==> src/rtl/lieat_exu_oitf_pkg.sv <==
// Shared widths and types for the EXU outstanding-instruction track FIFO.
// Optional macro LIEAT_OITF_PC_EN (used by the interface and top) adds per-entry PC storage.
package lieat_exu_oitf_pkg;

  localparam int XLEN       = 32;
  localparam int RD_W       = 5;
  localparam int OITF_DEPTH = 4;
  localparam int PTR_W      = $clog2(OITF_DEPTH);

  typedef logic [RD_W-1:0]  reg_idx_t;
  typedef logic [PTR_W-1:0] oitf_ptr_t;
  typedef logic [PTR_W:0]   oitf_cnt_t;
  typedef logic [XLEN-1:0]  xlen_t;

endpackage

==> src/rtl/lieat_exu_oitf_if.sv <==
// Dispatch / retire / hazard-check bundle between the EXU and its OITF.
// head_pc exists only when LIEAT_OITF_PC_EN is defined.
interface lieat_exu_oitf_if;
  import lieat_exu_oitf_pkg::*;

  logic      dis_valid;
  logic      dis_ready;
  logic      dis_rd_en;
  reg_idx_t  dis_rd;
  xlen_t     dis_pc;
  oitf_ptr_t dis_id;
  logic      ret_valid;
  oitf_ptr_t ret_id;
  logic      chk_rs1_en;
  reg_idx_t  chk_rs1;
  logic      chk_rs2_en;
  reg_idx_t  chk_rs2;
  logic      chk_rd_en;
  reg_idx_t  chk_rd;
  logic      oitf_raw_dep;
  logic      oitf_waw_dep;
  oitf_ptr_t head_id;
  logic      head_rd_en;
  reg_idx_t  head_rd;
  logic      oitf_empty;
  logic      oitf_full;
  oitf_cnt_t oitf_cnt;
`ifdef LIEAT_OITF_PC_EN
  xlen_t     head_pc;
`endif

  modport master (
`ifdef LIEAT_OITF_PC_EN
    input  head_pc,
`endif
    output dis_valid, dis_rd_en, dis_rd, dis_pc, ret_valid, ret_id,
    output chk_rs1_en, chk_rs1, chk_rs2_en, chk_rs2, chk_rd_en, chk_rd,
    input  dis_ready, dis_id, oitf_raw_dep, oitf_waw_dep,
    input  head_id, head_rd_en, head_rd, oitf_empty, oitf_full, oitf_cnt
  );

  modport slave (
`ifdef LIEAT_OITF_PC_EN
    output head_pc,
`endif
    input  dis_valid, dis_rd_en, dis_rd, dis_pc, ret_valid, ret_id,
    input  chk_rs1_en, chk_rs1, chk_rs2_en, chk_rs2, chk_rd_en, chk_rd,
    output dis_ready, dis_id, oitf_raw_dep, oitf_waw_dep,
    output head_id, head_rd_en, head_rd, oitf_empty, oitf_full, oitf_cnt
  );

endinterface

==> src/rtl/lieat_general_dfflr.sv <==
// Load-enabled register with optional synchronous active-low reset to zero.
module lieat_general_dfflr #(
  parameter int DW     = 1,
  parameter bit RST_EN = 1'b1
) (
  input  logic          clock,
  input  logic          reset,
  input  logic          lden,
  input  logic [DW-1:0] dnxt,
  output logic [DW-1:0] qout
);

  generate
    if (RST_EN) begin : g_rst
      // NOTE: non-blocking so every flop samples pre-edge values regardless of block order.
      always_ff @(posedge clock) begin
        if (!reset)    qout <= '0;
        else if (lden) qout <= dnxt;
      end
    end else begin : g_norst
      logic unused_reset;
      assign unused_reset = reset;
      // NOTE: payload storage is left unreset; the separate valid bits decide whether it means anything.
      always_ff @(posedge clock) begin
        if (lden) qout <= dnxt;
      end
    end
  endgenerate

endmodule

==> src/rtl/lieat_oitf_ptr.sv <==
// Wrap-flag pointer: PTR_W index bits plus a flag that toggles each lap of the FIFO.
module lieat_oitf_ptr #(
  parameter int PTR_W = 2
) (
  input  logic             clock,
  input  logic             reset,
  input  logic             inc,
  output logic [PTR_W-1:0] ptr,
  output logic             flag
);

  logic [PTR_W:0] cur;
  logic [PTR_W:0] nxt;

  // Depth is a power of two, so the carry out of the index bits is exactly the flag toggle.
  assign nxt = cur + 1'b1;

  lieat_general_dfflr #(.DW(PTR_W+1)) u_ptr_q (
    .clock (clock),
    .reset (reset),
    .lden  (inc),
    .dnxt  (nxt),
    .qout  (cur)
  );

  assign {flag, ptr} = cur;

endmodule

==> src/rtl/lieat_exu_oitf.sv <==
// Outstanding Instruction Track FIFO: in-order allocate/retire plus RAW/WAW hazard flags.
// Define LIEAT_OITF_PC_EN to store each entry's PC and expose head_pc for commit tracing.
module lieat_exu_oitf
  import lieat_exu_oitf_pkg::*;
(
  input logic              clock,
  input logic              reset,
  lieat_exu_oitf_if.slave  bus
);

  oitf_ptr_t alloc_ptr, ret_ptr;
  logic      alloc_flag, ret_flag;
  logic      alloc_fire, ret_fire;
  logic      empty, full;

  logic [OITF_DEPTH-1:0]           vld;
  logic [OITF_DEPTH-1:0]           ent_rd_en;
  logic [OITF_DEPTH-1:0][RD_W-1:0] ent_rd;

  assign empty      = (alloc_ptr == ret_ptr) && (alloc_flag == ret_flag);
  assign full       = (alloc_ptr == ret_ptr) && (alloc_flag != ret_flag);
  assign alloc_fire = bus.dis_valid && !full;
  assign ret_fire   = bus.ret_valid && !empty && (bus.ret_id == ret_ptr);

  lieat_oitf_ptr #(.PTR_W(PTR_W)) u_alloc_ptr (
    .clock (clock), .reset (reset), .inc (alloc_fire), .ptr (alloc_ptr), .flag (alloc_flag)
  );

  lieat_oitf_ptr #(.PTR_W(PTR_W)) u_ret_ptr (
    .clock (clock), .reset (reset), .inc (ret_fire), .ptr (ret_ptr), .flag (ret_flag)
  );

`ifdef LIEAT_OITF_PC_EN
  logic [OITF_DEPTH-1:0][XLEN-1:0] ent_pc;
`else
  logic unused_dis_pc;
  assign unused_dis_pc = ^bus.dis_pc;
`endif

  generate
    for (genvar i = 0; i < OITF_DEPTH; i++) begin : g_ent
      localparam oitf_ptr_t IDX = oitf_ptr_t'(i);
      logic set, clr;

      // Alloc and retire never target the same slot in one cycle: that needs empty and non-empty at once.
      assign set = alloc_fire && (alloc_ptr == IDX);
      assign clr = ret_fire && (ret_ptr == IDX);

      lieat_general_dfflr #(.DW(1)) u_vld (
        .clock (clock), .reset (reset), .lden (set || clr), .dnxt (set), .qout (vld[i])
      );

      lieat_general_dfflr #(.DW(1+RD_W), .RST_EN(1'b0)) u_rd (
        .clock (clock), .reset (reset), .lden (set),
        .dnxt  ({bus.dis_rd_en && (bus.dis_rd != '0), bus.dis_rd}),
        .qout  ({ent_rd_en[i], ent_rd[i]})
      );

`ifdef LIEAT_OITF_PC_EN
      lieat_general_dfflr #(.DW(XLEN), .RST_EN(1'b0)) u_pc (
        .clock (clock), .reset (reset), .lden (set), .dnxt (bus.dis_pc), .qout (ent_pc[i])
      );
`endif
    end
  endgenerate

  // Only state from the previous edge is compared, so a same-cycle allocation never self-flags.
  always_comb begin
    // NOTE: defaults first so every path assigns both flags and no latch is inferred.
    bus.oitf_raw_dep = 1'b0;
    bus.oitf_waw_dep = 1'b0;
    for (int i = 0; i < OITF_DEPTH; i++) begin
      if (vld[i] && ent_rd_en[i]) begin
        if ((bus.chk_rs1_en && ent_rd[i] == bus.chk_rs1) ||
            (bus.chk_rs2_en && ent_rd[i] == bus.chk_rs2))
          bus.oitf_raw_dep = 1'b1;
        if (bus.chk_rd_en && ent_rd[i] == bus.chk_rd)
          bus.oitf_waw_dep = 1'b1;
      end
    end
  end

  logic head_vld;
  assign head_vld = vld[ret_ptr] && reset;

  assign bus.head_id    = ret_ptr;
  assign bus.head_rd_en = head_vld && ent_rd_en[ret_ptr];
  assign bus.head_rd    = head_vld ? ent_rd[ret_ptr] : '0;
`ifdef LIEAT_OITF_PC_EN
  assign bus.head_pc    = head_vld ? ent_pc[ret_ptr] : '0;
`endif

  assign bus.dis_ready  = !full;
  assign bus.dis_id     = alloc_ptr;
  assign bus.oitf_empty = empty;
  assign bus.oitf_full  = full;
  assign bus.oitf_cnt   = {alloc_flag, alloc_ptr} - {ret_flag, ret_ptr};

endmodule
==> src/flat_wrapper.sv <==
// flat-port wrapper written by rule: the top's interface ports become plain ports
module lieat_exu_oitf_flat import lieat_exu_oitf_pkg::*;
  (clock, reset, bus_dis_valid, bus_dis_rd_en, bus_dis_rd, bus_dis_pc, bus_ret_valid, bus_ret_id, bus_chk_rs1_en, bus_chk_rs1, bus_chk_rs2_en, bus_chk_rs2, bus_chk_rd_en, bus_chk_rd, bus_dis_ready, bus_dis_id, bus_oitf_raw_dep, bus_oitf_waw_dep, bus_head_id, bus_head_rd_en, bus_head_rd, bus_oitf_empty, bus_oitf_full, bus_oitf_cnt);
  lieat_exu_oitf_if bus_i ();
  input logic clock;
  input logic reset;
  input wire logic [$bits(bus_i.dis_valid)-1:0] bus_dis_valid;
  input wire logic [$bits(bus_i.dis_rd_en)-1:0] bus_dis_rd_en;
  input wire logic [$bits(bus_i.dis_rd)-1:0] bus_dis_rd;
  input wire logic [$bits(bus_i.dis_pc)-1:0] bus_dis_pc;
  input wire logic [$bits(bus_i.ret_valid)-1:0] bus_ret_valid;
  input wire logic [$bits(bus_i.ret_id)-1:0] bus_ret_id;
  input wire logic [$bits(bus_i.chk_rs1_en)-1:0] bus_chk_rs1_en;
  input wire logic [$bits(bus_i.chk_rs1)-1:0] bus_chk_rs1;
  input wire logic [$bits(bus_i.chk_rs2_en)-1:0] bus_chk_rs2_en;
  input wire logic [$bits(bus_i.chk_rs2)-1:0] bus_chk_rs2;
  input wire logic [$bits(bus_i.chk_rd_en)-1:0] bus_chk_rd_en;
  input wire logic [$bits(bus_i.chk_rd)-1:0] bus_chk_rd;
  output wire logic [$bits(bus_i.dis_ready)-1:0] bus_dis_ready;
  output wire logic [$bits(bus_i.dis_id)-1:0] bus_dis_id;
  output wire logic [$bits(bus_i.oitf_raw_dep)-1:0] bus_oitf_raw_dep;
  output wire logic [$bits(bus_i.oitf_waw_dep)-1:0] bus_oitf_waw_dep;
  output wire logic [$bits(bus_i.head_id)-1:0] bus_head_id;
  output wire logic [$bits(bus_i.head_rd_en)-1:0] bus_head_rd_en;
  output wire logic [$bits(bus_i.head_rd)-1:0] bus_head_rd;
  output wire logic [$bits(bus_i.oitf_empty)-1:0] bus_oitf_empty;
  output wire logic [$bits(bus_i.oitf_full)-1:0] bus_oitf_full;
  output wire logic [$bits(bus_i.oitf_cnt)-1:0] bus_oitf_cnt;
  assign bus_i.dis_valid = bus_dis_valid;
  assign bus_i.dis_rd_en = bus_dis_rd_en;
  assign bus_i.dis_rd = bus_dis_rd;
  assign bus_i.dis_pc = bus_dis_pc;
  assign bus_i.ret_valid = bus_ret_valid;
  assign bus_i.ret_id = bus_ret_id;
  assign bus_i.chk_rs1_en = bus_chk_rs1_en;
  assign bus_i.chk_rs1 = bus_chk_rs1;
  assign bus_i.chk_rs2_en = bus_chk_rs2_en;
  assign bus_i.chk_rs2 = bus_chk_rs2;
  assign bus_i.chk_rd_en = bus_chk_rd_en;
  assign bus_i.chk_rd = bus_chk_rd;
  assign bus_dis_ready = bus_i.dis_ready;
  assign bus_dis_id = bus_i.dis_id;
  assign bus_oitf_raw_dep = bus_i.oitf_raw_dep;
  assign bus_oitf_waw_dep = bus_i.oitf_waw_dep;
  assign bus_head_id = bus_i.head_id;
  assign bus_head_rd_en = bus_i.head_rd_en;
  assign bus_head_rd = bus_i.head_rd;
  assign bus_oitf_empty = bus_i.oitf_empty;
  assign bus_oitf_full = bus_i.oitf_full;
  assign bus_oitf_cnt = bus_i.oitf_cnt;
  lieat_exu_oitf u_core (.clock(clock), .reset(reset), .bus(bus_i));
endmodule
==> config.mk <==
export PLATFORM = sky130hd
export DESIGN_NAME = lieat_exu_oitf_flat
export DESIGN_NICKNAME = d
export VERILOG_FILES = /design/src/rtl/lieat_exu_oitf_pkg.sv /design/src/rtl/lieat_exu_oitf_if.sv /design/src/rtl/lieat_general_dfflr.sv /design/src/rtl/lieat_oitf_ptr.sv /design/src/rtl/lieat_exu_oitf.sv /design/src/flat_wrapper.sv
export SDC_FILE = /design/constraint.sdc
export NUM_CORES = 1
export LEC_CHECK = 0
export ABC_AREA = 1
export CAP_MARGIN = 20
export CORE_MARGIN = 3
export CORE_UTILIZATION = 43
export CTS_CLUSTER_DIAMETER = 120
export DETAILED_ROUTE_END_ITERATION = 10
export PLACE_DENSITY_LB_ADDON = 0.3
export SYNTH_ARGS = -nofsm -noshare
export SYNTH_HDL_FRONTEND = slang
export SYNTH_SLANG_ARGS = --single-unit
==> constraint.sdc <==
create_clock -name clock -period 1.7 [get_ports clock]
set_input_delay 0.255 -clock clock [delete_from_list [all_inputs] [get_ports clock]]
set_output_delay 0.255 -clock clock [all_outputs]
set_load 0.005 [all_outputs]
Word level (Yosys, flattened, before mapping)

Index checks and enable logic that the tools add are counted.

Add/sub/neg operators: 3
$lt $le $gt $ge: 1
Equality and inequality tests: 22
Multiplexer cells: 23
Reduce and logical (&&, ||, !) cells: 45

Operators by type and width:

| kind                                                                  | count |
|---|---|
| 5-bit == test                                                         | 12 |
| 1-bit logical AND                                                     | 32 |
| 1-bit 2-to-1 mux                                                      | 18 |
| 5-bit binary-select mux with 2-bit select                             | 1 |
| 5-bit 2-to-1 mux                                                      | 2 |
| 2-bit == test (second input constant)                                 | 4 |
| 1-bit logical OR                                                      | 8 |
| 3-bit by 1-bit adder with 3-bit output (second input constant)        | 2 |
| 5-bit nonzero test                                                    | 1 |
| 1-bit binary-select mux with 2-bit select                             | 2 |
| 2-bit by 1-bit == test with 1-bit output (second input constant)      | 2 |
| 2-bit == test                                                         | 2 |
| 2-bit logical NOT                                                     | 2 |
| 2-bit by 3-bit < comparator with 1-bit output (second input constant) | 1 |
| 3-bit subtractor                                                      | 1 |
| 1-bit logical NOT                                                     | 2 |
| 1-bit == test                                                         | 1 |
| 1-bit inequality test                                                 | 1 |

Register bits: 34
Input port bits: 62
Output and inout bits: 18
Logic and storage cells: 104

Logic depth before layout (Yosys ltp)

Depth in word-level cells: 11
Gate-level depth with buffers: 10

Hierarchy

From an unflattened synthesis, not the netlist that was laid out.

Cells, all modules: 433
Area total of the unflattened synthesis: 2652.5 µm²

By module, submodules not included:

| module                                               | instances | cells each | area an instance (µm²) | sequential area each (µm²) |
|---|---|---|---|---|
| lieat_exu_oitf                                       | 1         | 335        | 1463.9                 | 0.0 |
| lieat_general_dfflr (u_core.g_ent[0].u_rd ...)       | 4         | 6          | 180.2                  | 180.2 |
| lieat_general_dfflr (u_core.u_alloc_ptr.u_ptr_q ...) | 2         | 18         | 116.4                  | 60.1 |
| lieat_general_dfflr (u_core.g_ent[0].u_vld ...)      | 4         | 6          | 41.3                   | 20.0 |
| lieat_oitf_ptr                                       | 2         | 7          | 35.0                   | 0.0 |

Worst setup path after synthesis

Ideal clock, no wire load.

Path type: reg2reg
Start point: register u_core.u_ret_ptr.u_ptr_q.qout[1]
End point: register u_core.g_ent[3].u_rd.qout[0], enable pin
Arrival: 1.487 ns
Data required time: 1.386 ns
Path slack: -0.101 ns
Cell stages (with the launch flop): 9
Path buffers: 1
Clock period less this slack: 1.801 ns
Path through: dfxtp_1 -> buf_6 -> clkinv_4 -> ha_1 -> nand3_4 -> nand2_4 -> inv_4 -> nand2_2 -> inv_1

Longest elaborated chain between the ends: 5

RTL lines:

| element                       | RTL line                  | text |
|---|---|---|
| start: declaration            | lieat_general_dfflr.sv:10 | `output logic [DW-1:0] qout` |
| start signal: assignment      | lieat_general_dfflr.sv:18 | `else if (lden) qout <= dnxt;` |
| 2-bit == test                 | lieat_exu_oitf.sv:21      | `assign full = (alloc_ptr == ret_ptr) && (alloc_flag != ret_flag);` |
| 1-bit logical AND             | lieat_exu_oitf.sv:21      |  |
| 1-bit logical NOT             | n/a                       |  |
| named net bus_dis_ready       | flat_wrapper.sv:19        | `output wire logic [$bits(bus_i.dis_ready)-1:0] bus_dis_ready;` |
| 1-bit logical AND             | lieat_exu_oitf.sv:22      | `assign alloc_fire = bus.dis_valid && !full;` |
| 1-bit logical AND             | lieat_exu_oitf.sv:46      | `assign set = alloc_fire && (alloc_ptr == IDX);` |
| named net u_core.g_ent[3].set | lieat_exu_oitf.sv:43      | `logic set, clr;` |
| end signal: assignment        | lieat_general_dfflr.sv:25 | `if (lden) qout <= dnxt;` |
| end: declaration              | lieat_general_dfflr.sv:10 |  |

The timed path passes the listed nets, and every way through them passes these cells.
A chain may end at the register's enable or synchronous reset.

Final worst setup path

Start point: input bus_chk_rd[1]
End point: output bus_oitf_waw_dep

Longest elaborated chain between the ends: 10

RTL lines:

| element            | RTL line             | text |
|---|---|---|
| start: declaration | flat_wrapper.sv:18   | `input wire logic [$bits(bus_i.chk_rd)-1:0] bus_chk_rd;` |
| 5-bit == test      | lieat_exu_oitf.sv:77 | `if (bus.chk_rd_en && ent_rd[i] == bus.chk_rd)` |
| 1-bit logical AND  | lieat_exu_oitf.sv:77 |  |
| 1-bit 2-to-1 mux   | lieat_exu_oitf.sv:77 |  |
| 1-bit 2-to-1 mux   | lieat_exu_oitf.sv:73 | `if (vld[i] && ent_rd_en[i]) begin` |
| 1-bit 2-to-1 mux   | lieat_exu_oitf.sv:77 |  |
| 1-bit 2-to-1 mux   | lieat_exu_oitf.sv:73 |  |
| 1-bit 2-to-1 mux   | lieat_exu_oitf.sv:77 |  |
| 1-bit 2-to-1 mux   | lieat_exu_oitf.sv:73 |  |
| 1-bit 2-to-1 mux   | lieat_exu_oitf.sv:77 |  |
| 1-bit 2-to-1 mux * | lieat_exu_oitf.sv:73 |  |
| end: declaration   | flat_wrapper.sv:22   | `output wire logic [$bits(bus_i.oitf_waw_dep)-1:0] bus_oitf_waw_dep;` |

Every way passes the cells marked *; elsewhere a longest branch is shown, timed or not.

==> metrics <==
status complete, but fails checks; failing checks negative setup slack; Reg-to-Reg End u_core.u_ret_ptr.u_ptr_q.qout[2]$_SDFFE_PN0P_; Post-synth EDFFs 24; initial core utilization 45.0%; Core ar. 0.00603 sq mm; DRT Pass-1 Iters 5; Initial DRC Count 318; Setup WS pre-CTS -0.594 ns; die area 0.00729 sq mm; pin count of the biggest net entering global routing 11; worst reg-to-reg path cell count 7; CTS Sinks 34; via count of the first global-routing pass 2817; Crit path required time 1.44 ns; yosys warns 0; DRT antenna net count 0; max-slew violation count 0; final routed wire length divided by cell count 14.7 microns; hold-critical path depth 2; Slew headroom 79.4%; VDD IR-drop max 0.566 mV; Syn Std Cell Area 0.00271 sq mm; Worst Tran Pin Value 0.309 ns; layout cell share with drive strength beyond 1 29.5%; Post-Synthesis Cells 412; detailed-route wire length 8.86 mm; All-Layer GR Usage 22.2%; largest cells by area after synthesis edfxtp_1 (27%), nand2_1 (20%), dfxtp_1 (7.4%), inv_1 (7.2%), nor2_1 (7.1%); total number of vias 3117; GRT Residual Overflow 0; Ports 80; fin crit share 114%; sequential area share after synthesis 34.0%; Worst path most repeated cell nor2_1; initial antenna violation count 0; final core utilization 66.3%; cell family with most CP delay buffers and inverters; Final Skew 0.00805 ns; final setup margin -0.241 ns; Net Count, Synth 485; placed cell count 570; Hold Buf Count CTS 0; post-layout minimum cycle time 1.94 ns; RSZ-0062 raised after global routing yes; Avg Inst Size Synth 6.58 sq um; std cell rows 28; Worst-Skew Late Latency 0.28 ns; CP max-delay cell clkdlybuf4s50_1; Synth area leader edfxtp_1; FF-to-FF Start u_core.u_ret_ptr.u_ptr_q.qout[0]$_SDFFE_PN0P_; FF+latch count, synth 34; Crit Path Max Fanout 5; Ant. Diodes 0; Post-synth top cells nand2_1 (146), inv_1 (52), nor2_1 (51); hold_sp u_core.u_alloc_ptr.u_ptr_q.qout[2]$_SDFFE_PN0P_; GP Congestion 0.932; Finish-stage setup viols 8; Crit path buffers/inverters 3; # H-tree levels 2; dominant synthesized flop cell edfxtp_1; WP data arrival 1.69 ns; cell depth of the worst setup path 9; Die Ht 85.4 microns; Critical Path Start Type input pin; Power Dens Cells 589 mW/mm^2; Setup crit end kind output pin; die width 85.4 microns; Vias/cell 5.16; setup TNS -0.678 ns; first-pass GRT wire length 12.9 mm; top cell type's share of synthesized area 26.6%; count leader, synth nand2_1; Root Driver clkbuf_8; HP Class reg -> reg; post-route insts no fill 604; post-detail-place hpwl 6.29 mm; fmax 0.515 GHz; Hold Vio Cnt, Final 0; Worst path max stage delay 0.61 ns; TritonCTS clock tree done; Longest Clk Path Bufs 2; Setup CP Type in -> out; layout net count 601; Num CTS Buffers 5; # DRC 0; fraction of registers with async set/reset 0%; max-cap viol count 0; Leak 2.09 nW; hold endpoint u_core.u_alloc_ptr.u_ptr_q.qout[2]$_SDFFE_PN0P_; area grow syn2layout 47.4%; count of input and output buffers 47; clock slew at reported path FFs 0.06 ns; post-synth cell types 31; CP cell instances clkdlybuf4s50_1 -> inv_1 -> o21ai_0 -> nor2_1 -> nand3_1 -> nand2_1 -> nor2_2 -> nor2_1 -> buf_2; FF-to-FF setup slack 0.09 ns
==> tightest hold or removal path, cell delays in order (launching register included) <==
cell and delay, ns:
dfxtp_1 0.35, nand2_1 0.08, a21oi_1 0.05
==> cell families (layout without fill, tap and decap cells) <==
| logic type | count (synthesis) | after routing | synth area share [%] |
|---|---|---|---|
| and+or+nand+nor | 224 | 224 | 34.3 |
| DFF | 34 | 34 | 34.0 |
| xor gates and xnor gates | 11 | 11 | 3.83 |
| adders and majority gates | 11 | 11 | 5.36 |
| AOI/OAI and AO/OA | 62 | 62 | 12.1 |
| buffers and inverters | 70 | 187 | 10.5 |
==> flip-flops by register name, indices dropped and copies added, names as in the netlist <==
name / flops
u_core.g_ent.u_rd.qout: 24
u_core.g_ent.u_vld.qout: 4
u_core.u_alloc_ptr.u_ptr_q.qout: 3
u_core.u_ret_ptr.u_ptr_q.qout: 3
==> report_power, final <==
| part | leakage (nW) | internal [W] | total (W) | switching, W |
|---|---|---|---|---|
| Clock | 0.0482 | 0.000326 | 0.000590 | 0.000263 |
| Sequential | 0.304 | 0.000934 | 0.000984 | 0.0000499 |
| Combinational | 1.74 | 0.000369 | 0.000780 | 0.000412 |
==> cell usage in the layout, fill, tap and decap left out, types with 3 or more instances in the layout <==
| cell type | n |
|---|---|
| edfxtp_1 | 24 |
| inv_1 | 39 |
| a21oi_2 | 7 |
| a21oi_4 | 4 |
| nor2_2 | 5 |
| nand3_1 | 12 |
| inv_2 | 24 |
| o21ai_2 | 4 |
| o21ai_1 | 15 |
| xor2_1 | 9 |
| buf_4 | 51 |
| nand2_2 | 9 |
| nand2_1 | 143 |
| o21ai_0 | 10 |
| dlymetal6s2s_1 | 3 |
| dfxtp_1 | 7 |
| ha_1 | 8 |
| clkdlybuf4s50_1 | 18 |
| buf_2 | 9 |
| nor2_1 | 47 |
| a21oi_1 | 19 |
| buf_6 | 13 |
| clkbuf_8 | 6 |
| dlygate4sd2_1 | 14 |
==> area by class of cell <==
cell class | count | area (sq um)
well taps | 75 | 93.8
clock inverters | 1 | 5.00
fillers | 471 | 2030
multi-input cells | 308 | 1640
inverters | 66 | 258
flip-flops and latches | 34 | 930
repair buffers | 113 | 977
clock buffers | 7 | 86.3
==> through the flow <==
stage                     instance area [sq um]  total power, W  hold WS [ns]
after floorplan                            2710         0.00132         0.354
after global placement                     3550         0.00165         0.497
after detailed placement                   3550         0.00166         0.500
after CTS                                  3890         0.00231         0.511
after global routing                       3990         0.00248         0.558
final                                      3990         0.00235         0.519
==> routing by layer <==
metal	track usage, %	wire length, microns
met5	0	0
met4	10.4	418
met3	2.62	517
met2	38.9	4290
met1	27.1	3630
==> worst max path at each step <==
stage | start | endpoint
after floorplan | u_core.u_ret_ptr.u_ptr_q.qout[1]$_SDFFE_PN0P_ | u_core.g_ent[3].u_rd.qout[0]$_DFFE_PP_
after detailed placement | bus_chk_rs2[2] | bus_oitf_raw_dep
after global placement | bus_chk_rs2[2] | bus_oitf_raw_dep
after CTS | u_core.g_ent[3].u_rd.qout[2]$_DFFE_PP_ | bus_oitf_raw_dep
after global routing | bus_chk_rd[1] | bus_oitf_waw_dep
final | bus_chk_rd[1] | bus_oitf_waw_dep
==> repair_timing <==
item,in CTS,in global routing
resized for setup,102,31
setup endpoints to repair,38,15
pin swaps,19,8
buffers inserted,23,2
cloned,1,0
No activity file was read; power rests on OpenSTA's default activity.
